## src/rtl/dpll_dco_if.sv

```systemverilog
// Control-word handshake between the loop filter (master) and the DCO (slave).
interface dpll_dco_if #(
    parameter int unsigned ACC_W = 16
);
    logic [ACC_W-1:0] fcw_in;
    logic             fcw_valid;
    logic             fcw_ready;

    modport master (output fcw_in, output fcw_valid, input  fcw_ready);
    modport slave  (input  fcw_in, input  fcw_valid, output fcw_ready);
endinterface

```

## src/rtl/dpll_dco.sv

```systemverilog
// Phase-accumulator DCO producing the DPLL feedback clock; new words take effect only at wrap.
// Optional macro DCO_SLEW_LIMIT_EN limits each applied step to SLEW_MAX.
module dpll_dco #(
    parameter int unsigned      ACC_W    = 16,
    parameter logic [ACC_W-1:0] FCW_INIT = 16'h0800,
    parameter logic [ACC_W-1:0] FCW_MIN  = 16'h0010,
    parameter logic [ACC_W-1:0] FCW_MAX  = 16'h4000,
    parameter int unsigned      PH_W     = 4
`ifdef DCO_SLEW_LIMIT_EN
    ,
    parameter logic [ACC_W-1:0] SLEW_MAX = 16'h0100
`endif
) (
    input  logic             clk_ref,
    input  logic             rst,
    dpll_dco_if.slave        fcw_bus,
    output logic             clk_fb,
    output logic             fb_rise,
    output logic [ACC_W-1:0] fcw_cur,
    output logic [PH_W-1:0]  phase_out
);

    typedef enum logic [0:0] {
        ST_IDLE    = 1'b0,
        ST_PENDING = 1'b1
    } state_t;

    state_t           state_r;
    logic [ACC_W-1:0] acc_r;
    logic [ACC_W-1:0] pend_fcw_r;
    logic [ACC_W:0]   sum_s;
    logic [ACC_W-1:0] acc_next_s;
    logic             carry_s;
    logic [ACC_W-1:0] next_fcw_s;

    function automatic logic [ACC_W-1:0] clamp_fcw(input logic [ACC_W-1:0] w);
        logic [ACC_W-1:0] r;
        if (w < FCW_MIN) begin
            r = FCW_MIN;
        end else if (w > FCW_MAX) begin
            r = FCW_MAX;
        end else begin
            r = w;
        end
        return r;
    endfunction

`ifdef DCO_SLEW_LIMIT_EN
    function automatic logic [ACC_W-1:0] slew_step(input logic [ACC_W-1:0] cur,
                                                   input logic [ACC_W-1:0] tgt);
        logic [ACC_W-1:0] r;
        if (tgt > cur) begin
            if ((tgt - cur) > SLEW_MAX) r = cur + SLEW_MAX;
            else                        r = tgt;
        end else begin
            if ((cur - tgt) > SLEW_MAX) r = cur - SLEW_MAX;
            else                        r = tgt;
        end
        return r;
    endfunction
`endif

    // Accumulator adder with carry-out marking the wrap point and the word to apply there.
    always_comb begin
        sum_s      = {1'b0, acc_r} + {1'b0, fcw_cur};
        acc_next_s = sum_s[ACC_W-1:0];
        carry_s    = sum_s[ACC_W];
`ifdef DCO_SLEW_LIMIT_EN
        next_fcw_s = slew_step(fcw_cur, pend_fcw_r);
`else
        next_fcw_s = pend_fcw_r;
`endif
    end

    assign fcw_bus.fcw_ready = (state_r == ST_IDLE);

    // Accumulator, registered clock taps and the pending-word state machine.
    always_ff @(posedge clk_ref) begin
        if (rst) begin
            state_r    <= ST_IDLE;
            acc_r      <= {ACC_W{1'b0}};
            pend_fcw_r <= FCW_INIT;
            fcw_cur    <= FCW_INIT;
            clk_fb     <= 1'b0;
            fb_rise    <= 1'b0;
            phase_out  <= {PH_W{1'b0}};
        end else begin
            acc_r     <= acc_next_s;
            clk_fb    <= acc_next_s[ACC_W-1];
            fb_rise   <= ~acc_r[ACC_W-1] & acc_next_s[ACC_W-1];
            phase_out <= acc_next_s[ACC_W-1 -: PH_W];
            case (state_r)
                ST_IDLE: begin
                    if (fcw_bus.fcw_valid) begin
                        pend_fcw_r <= clamp_fcw(fcw_bus.fcw_in);
                        state_r    <= ST_PENDING;
                    end else begin
                        state_r    <= ST_IDLE;
                    end
                end
                ST_PENDING: begin
                    // Only at wrap, so the current period always completes at its old rate.
                    if (carry_s) begin
                        fcw_cur <= next_fcw_s;
                        if (next_fcw_s == pend_fcw_r) begin
                            state_r <= ST_IDLE;
                        end else begin
                            state_r <= ST_PENDING;
                        end
                    end else begin
                        state_r <= ST_PENDING;
                    end
                end
                default: begin
                    state_r <= ST_IDLE;
                end
            endcase
        end
    end

endmodule
```

## src/flat_wrapper.sv

```systemverilog
// flat-port wrapper written by rule: the top's interface ports become plain ports
module dpll_dco_flat 
#(
    parameter int unsigned      ACC_W    = 16,
    parameter logic [ACC_W-1:0] FCW_INIT = 16'h0800,
    parameter logic [ACC_W-1:0] FCW_MIN  = 16'h0010,
    parameter logic [ACC_W-1:0] FCW_MAX  = 16'h4000,
    parameter int unsigned      PH_W     = 4

)
  (clk_ref, rst, clk_fb, fb_rise, fcw_cur, phase_out, fcw_bus_fcw_in, fcw_bus_fcw_valid, fcw_bus_fcw_ready);
  dpll_dco_if #(.ACC_W(ACC_W)) fcw_bus_i ();
  input  logic clk_ref;
  input  logic rst;
  output logic clk_fb;
  output logic fb_rise;
  output logic [ACC_W-1:0] fcw_cur;
  output logic [PH_W-1:0] phase_out;
  input wire logic [$bits(fcw_bus_i.fcw_in)-1:0] fcw_bus_fcw_in;
  input wire logic [$bits(fcw_bus_i.fcw_valid)-1:0] fcw_bus_fcw_valid;
  output wire logic [$bits(fcw_bus_i.fcw_ready)-1:0] fcw_bus_fcw_ready;
  assign fcw_bus_i.fcw_in = fcw_bus_fcw_in;
  assign fcw_bus_i.fcw_valid = fcw_bus_fcw_valid;
  assign fcw_bus_fcw_ready = fcw_bus_i.fcw_ready;
  dpll_dco #(.ACC_W(ACC_W), .FCW_INIT(FCW_INIT), .FCW_MIN(FCW_MIN), .FCW_MAX(FCW_MAX), .PH_W(PH_W)) u_core (.clk_ref(clk_ref), .rst(rst), .fcw_bus(fcw_bus_i), .clk_fb(clk_fb), .fb_rise(fb_rise), .fcw_cur(fcw_cur), .phase_out(phase_out));
endmodule
```

## config.mk

```make
export PLATFORM = sky130hd
export DESIGN_NAME = dpll_dco_flat
export DESIGN_NICKNAME = d
export VERILOG_FILES = /design/src/rtl/dpll_dco_if.sv /design/src/rtl/dpll_dco.sv /design/src/flat_wrapper.sv
export SDC_FILE = /design/constraint.sdc
export NUM_CORES = 1
export LEC_CHECK = 0
export CORE_UTILIZATION = 54
export CTS_BUF_LIST = sky130_fd_sc_hd__clkbuf_16
export CTS_CLUSTER_SIZE = 40
export DETAILED_ROUTE_END_ITERATION = 10
export GPL_TIMING_DRIVEN = 0
export PLACE_DENSITY = 0.78
export SYNTH_ARGS = -nofsm -noshare
export SYNTH_HDL_FRONTEND = slang
export SYNTH_SLANG_ARGS = --single-unit
```

## constraint.sdc

```tcl
create_clock -name clk_ref -period 2.7 [get_ports clk_ref]
set_clock_uncertainty 0.1 [all_clocks]
set_input_delay 0.54 -clock clk_ref [delete_from_list [all_inputs] [get_ports clk_ref]]
set_output_delay 0.54 -clock clk_ref [all_outputs]
set_load 0.005 [all_outputs]
```

==> results of run 1 <==
## state kept, by name, summed over array words and instances (netlist names)
signal             flops
u_core.acc_r          16
u_core.fb_rise         1
u_core.fcw_cur        16
u_core.next_fcw_s     16
u_core.state_r         1
## layout make-up
| cell class | count | share of cell area |
|---|---|---|
| Multi-Input combinational cell | 218 | 0.4735 |
| Sequential cell | 50 | 0.2960 |
| Timing Repair Buffer | 40 | 0.1184 |
| Clock buffer | 5 | 0.03700 |
| Buffer | 17 | 0.03145 |
| Tap cell | 67 | 0.02479 |
| Clock inverter | 3 | 0.01221 |
| Inverter | 6 | 0.006659 |
## cells in the final DEF, fill, tap and decap left out, types with 2 or more instances in the layout
master / instances
a211oi_2: 3
a21o_1: 9
a21oi_1: 17
a21oi_2: 2
a32oi_1: 12
and3_1: 2
buf_2: 2
buf_4: 4
clkbuf_1: 7
clkbuf_16: 5
clkdlybuf4s50_1: 40
dfxtp_1: 50
ha_1: 16
inv_1: 7
mux2_2: 4
mux2i_1: 17
nand2_1: 11
nand2b_1: 30
nor2_1: 29
nor2b_1: 7
nor3_1: 11
o211ai_1: 2
o21a_1: 4
o21ai_0: 8
or3_1: 2
xnor2_1: 2
xor2_1: 3
## worst min-delay path: stages (launching register included)
cell and delay (ns):
dfxtp_1 0.30, nand2b_1 0.08, nor2_1 0.04
## through the flow
stage                     power (uW)  hold slack, ns  worst slack, ns
after floorplan                870.6          0.3324           0.4339
after global placement         934.1          0.3482          0.07917
after detailed placement       937.1          0.3563          0.05724
after CTS                       1632          0.3656           0.1755
after global routing            1684          0.3849          0.09769
final                           1625          0.3588           0.2281
## how the worst max path moves through the flow
| stage | cells after the start | to | slack (ns) | start |
|---|---|---|---|---|
| global route | 7 | u_core.acc_r[14] | 0.1 | u_core.fcw_cur[0] |
| finish | 7 | u_core.acc_r[14] | 0.23 | u_core.fcw_cur[0] |
| floorplan | 7 | u_core.acc_r[10] | 0.43 | u_core.fcw_cur[0] |
| detailed placement | 6 | u_core.next_fcw_s[1] | 0.06 | fcw_bus_fcw_in[4] |
| CTS | 7 | u_core.acc_r[14] | 0.18 | u_core.fcw_cur[0] |
| global placement | 6 | u_core.next_fcw_s[2] | 0.08 | fcw_bus_fcw_in[11] |
## power by group through the flow
stage / sequential, uW / combinational (uW) / clock [uW]
final: 760 / 163 / 702
after detailed placement: 776 / 161 / 0
after global routing: 761 / 177 / 746
after CTS: 760 / 161 / 710
after global placement: 776 / 158 / 0
after floorplan: 775 / 95.9 / 0
## kinds of logic (layout without fill, tap and decap cells)
logic type	after synthesis	in the layout	share of synthesized area
AOI/OAI and AO/OA	72	72	0.2012
xor gates and xnor gates	5	5	0.01604
adders and majority gates	17	17	0.08066
buffers and inverters	23	71	0.04720
DFF	50	50	0.3666
muxes	21	21	0.07882
and+or+nand+nor	103	103	0.2094
## routing by layer
layer	global-route usage	wire length, um	share of wire
met5	0	0	0
met1	0.3072	2611	0.43
met3	0.04558	328	0.055
met4	0.08279	106	0.018
met2	0.4126	2957	0.49
## repair_timing
action,in CTS,in global routing
setup endpoints to repair,0,1
gates resized for setup,0,1
hold buffers,0,0
==> results.md, run 1 <==
* Reg2Reg Launch Point: u_core.fcw_cur[0]
* Routability cong. at 0.8236
* Mean Syn Cell Area at 9.382 um2
* Post-route insts no fill at 406
* Slew headroom at 0.5018
* CTS Sinks at 50
* Top Ports at 42
* Maximum clock insertion buffer count at 2
* Via density at 5.643
* Crit-path slowest cell: a2111oi_1
* Total power per unit cell area at 480.6 nW/um2
* Cts bufs inserted at 5
* Period minus WS final at 2.472 ns
* Reg2reg path depth at 7
* Max VDD drop at 288.3 uV
* RSZ-0062 raised after global routing: false
* Most common cell in the netlist: dfxtp_1
* TritonRoute pass-1 iters at 4
* Yosys reg bits at 50
* Sequential share of power at 0.467
* Total wire length at 6003 um
* Cell area after layout at 3382 um2
* Later-pin clock latency in the skew report at 0.29 ns
* Placed cell area at 3214 um2
* Hold EP: u_core.next_fcw_s[15]
* Final worst path period share at 0.9155
* Vias in the first global route at 2,130
* Number of setup violations in the final report at 0
* Final global-route overflow total at 0
* Worst-path fanout max at 5
* Post-synthesis sequential area ratio at 0.3666
* Synthesized area at 2730 um2
* Max-slew violations at 0
* Cell taking the most area after synthesis: dfxtp_1
* Worst setup EP type: register
* Max_cap viols at 0
* Placed instance count at 398
* Cell row count at 25
* Slowest Stage Delay on Critical Path at 0.50 ns
* Fin Setup TNS at 0 ns
* Detailed placement HPWL at 4379 um
* Post-CTS setup buffers at 0
* Antenna cells at 0
* Synth Flop Type: dfxtp_1
* Hold Crit Class: register to register
* Largest net degree at the start of global routing at 16
* Post-DRT Antenna Nets at 0
* Yosys warning total at 0
* Area grow syn2layout at 23.88%
* First-pass GRT wire length at 9770 um
* Synth area leaders: dfxtp_1 (37%), ha_1 (7.3%), nand2b_1 (6.9%)
* Die area at 5344 um2
* Leak pwr at 0.001303 uW
* Switching power at 361.8 uW
* WS Path Type: register to register
* Worst-Margin Slew at 0.7396 ns
* H-tree Lvls at 2
* Initial Util at 0.5705
* Comb power frac at 0.100
* Net Sw Frac at 0.2226
* Syn Inst Count at 291
* Core area at 4786 um2
* Worst-path clk slew at 0.07 ns
* Hold Crit Depth at 2
* PortBufs at 40
* Storage element area at 1001 um2
* Int Pwr at 1264 uW
* Crit start category: register
* CTS tree: done
* Multi-input gate area at 1602 um2
* Antenna violations before repair at 0
* Detailed-route DRC error count at 0
* Most instantiated cells after synthesis: dfxtp_1 (50), nand2b_1 (30), nor2_1 (29), a21oi_1 (17), mux2i_1 (17)
* Yosys top cell area share at 0.3666
* Critical-path cell list: ha_1 > fa_1 > a211oi_2 > o211ai_4 > a2111oi_1 > or3_1 > a21oi_1
* Worst Path Arrival at 2.52 ns
* Hold Vio Cnt, Final at 0
* Hold Crit Start: u_core.next_fcw_s[15]
* Total number of vias at 2,291
* Number of DRC markers in iteration 0 at 165
* Critical R2R Capture: u_core.acc_r[14]
* WP buf/inv at 0
* Drt wl/cell at 14.79 um
* Reg2Reg Setup Slack at 0.23 ns
* Peak Freq at 404.6 MHz
* Largest delay share family, worst path: compound AO/OA/AOI/OAI gates
* Post-synth EDFFs at 0
* GRT Overall Usage at 0.2427
* Final Util at 0.7067
* Fill cells at 378
* Status: completed
* Final #Nets at 374
* Die height at 73.11 um
* Asr flop ratio synth at 0
* Layout cell share with drive strength beyond 1 at 0.1003
* Clock share of power at 0.432
* Worst path required time at 2.75 ns
* Synth unique cells at 56
* Die X at 73.11 um
* Clk Tree Root Cell: clkbuf_16
* Syn_nets at 327
Power figures use the tool's default switching activity.
==> run 2: changes to the inputs <==
--- a/config.mk
+++ b/config.mk
@@ -5,6 +5,7 @@
 export SDC_FILE = /design/constraint.sdc
 export NUM_CORES = 1
 export LEC_CHECK = 0
+export CAP_MARGIN = 40
 export CORE_UTILIZATION = 54
 export CTS_BUF_LIST = sky130_fd_sc_hd__clkbuf_16
 export CTS_CLUSTER_SIZE = 40
==> results of run 2 <==
Final layout, timing and power as in run 1 (identical DEF).
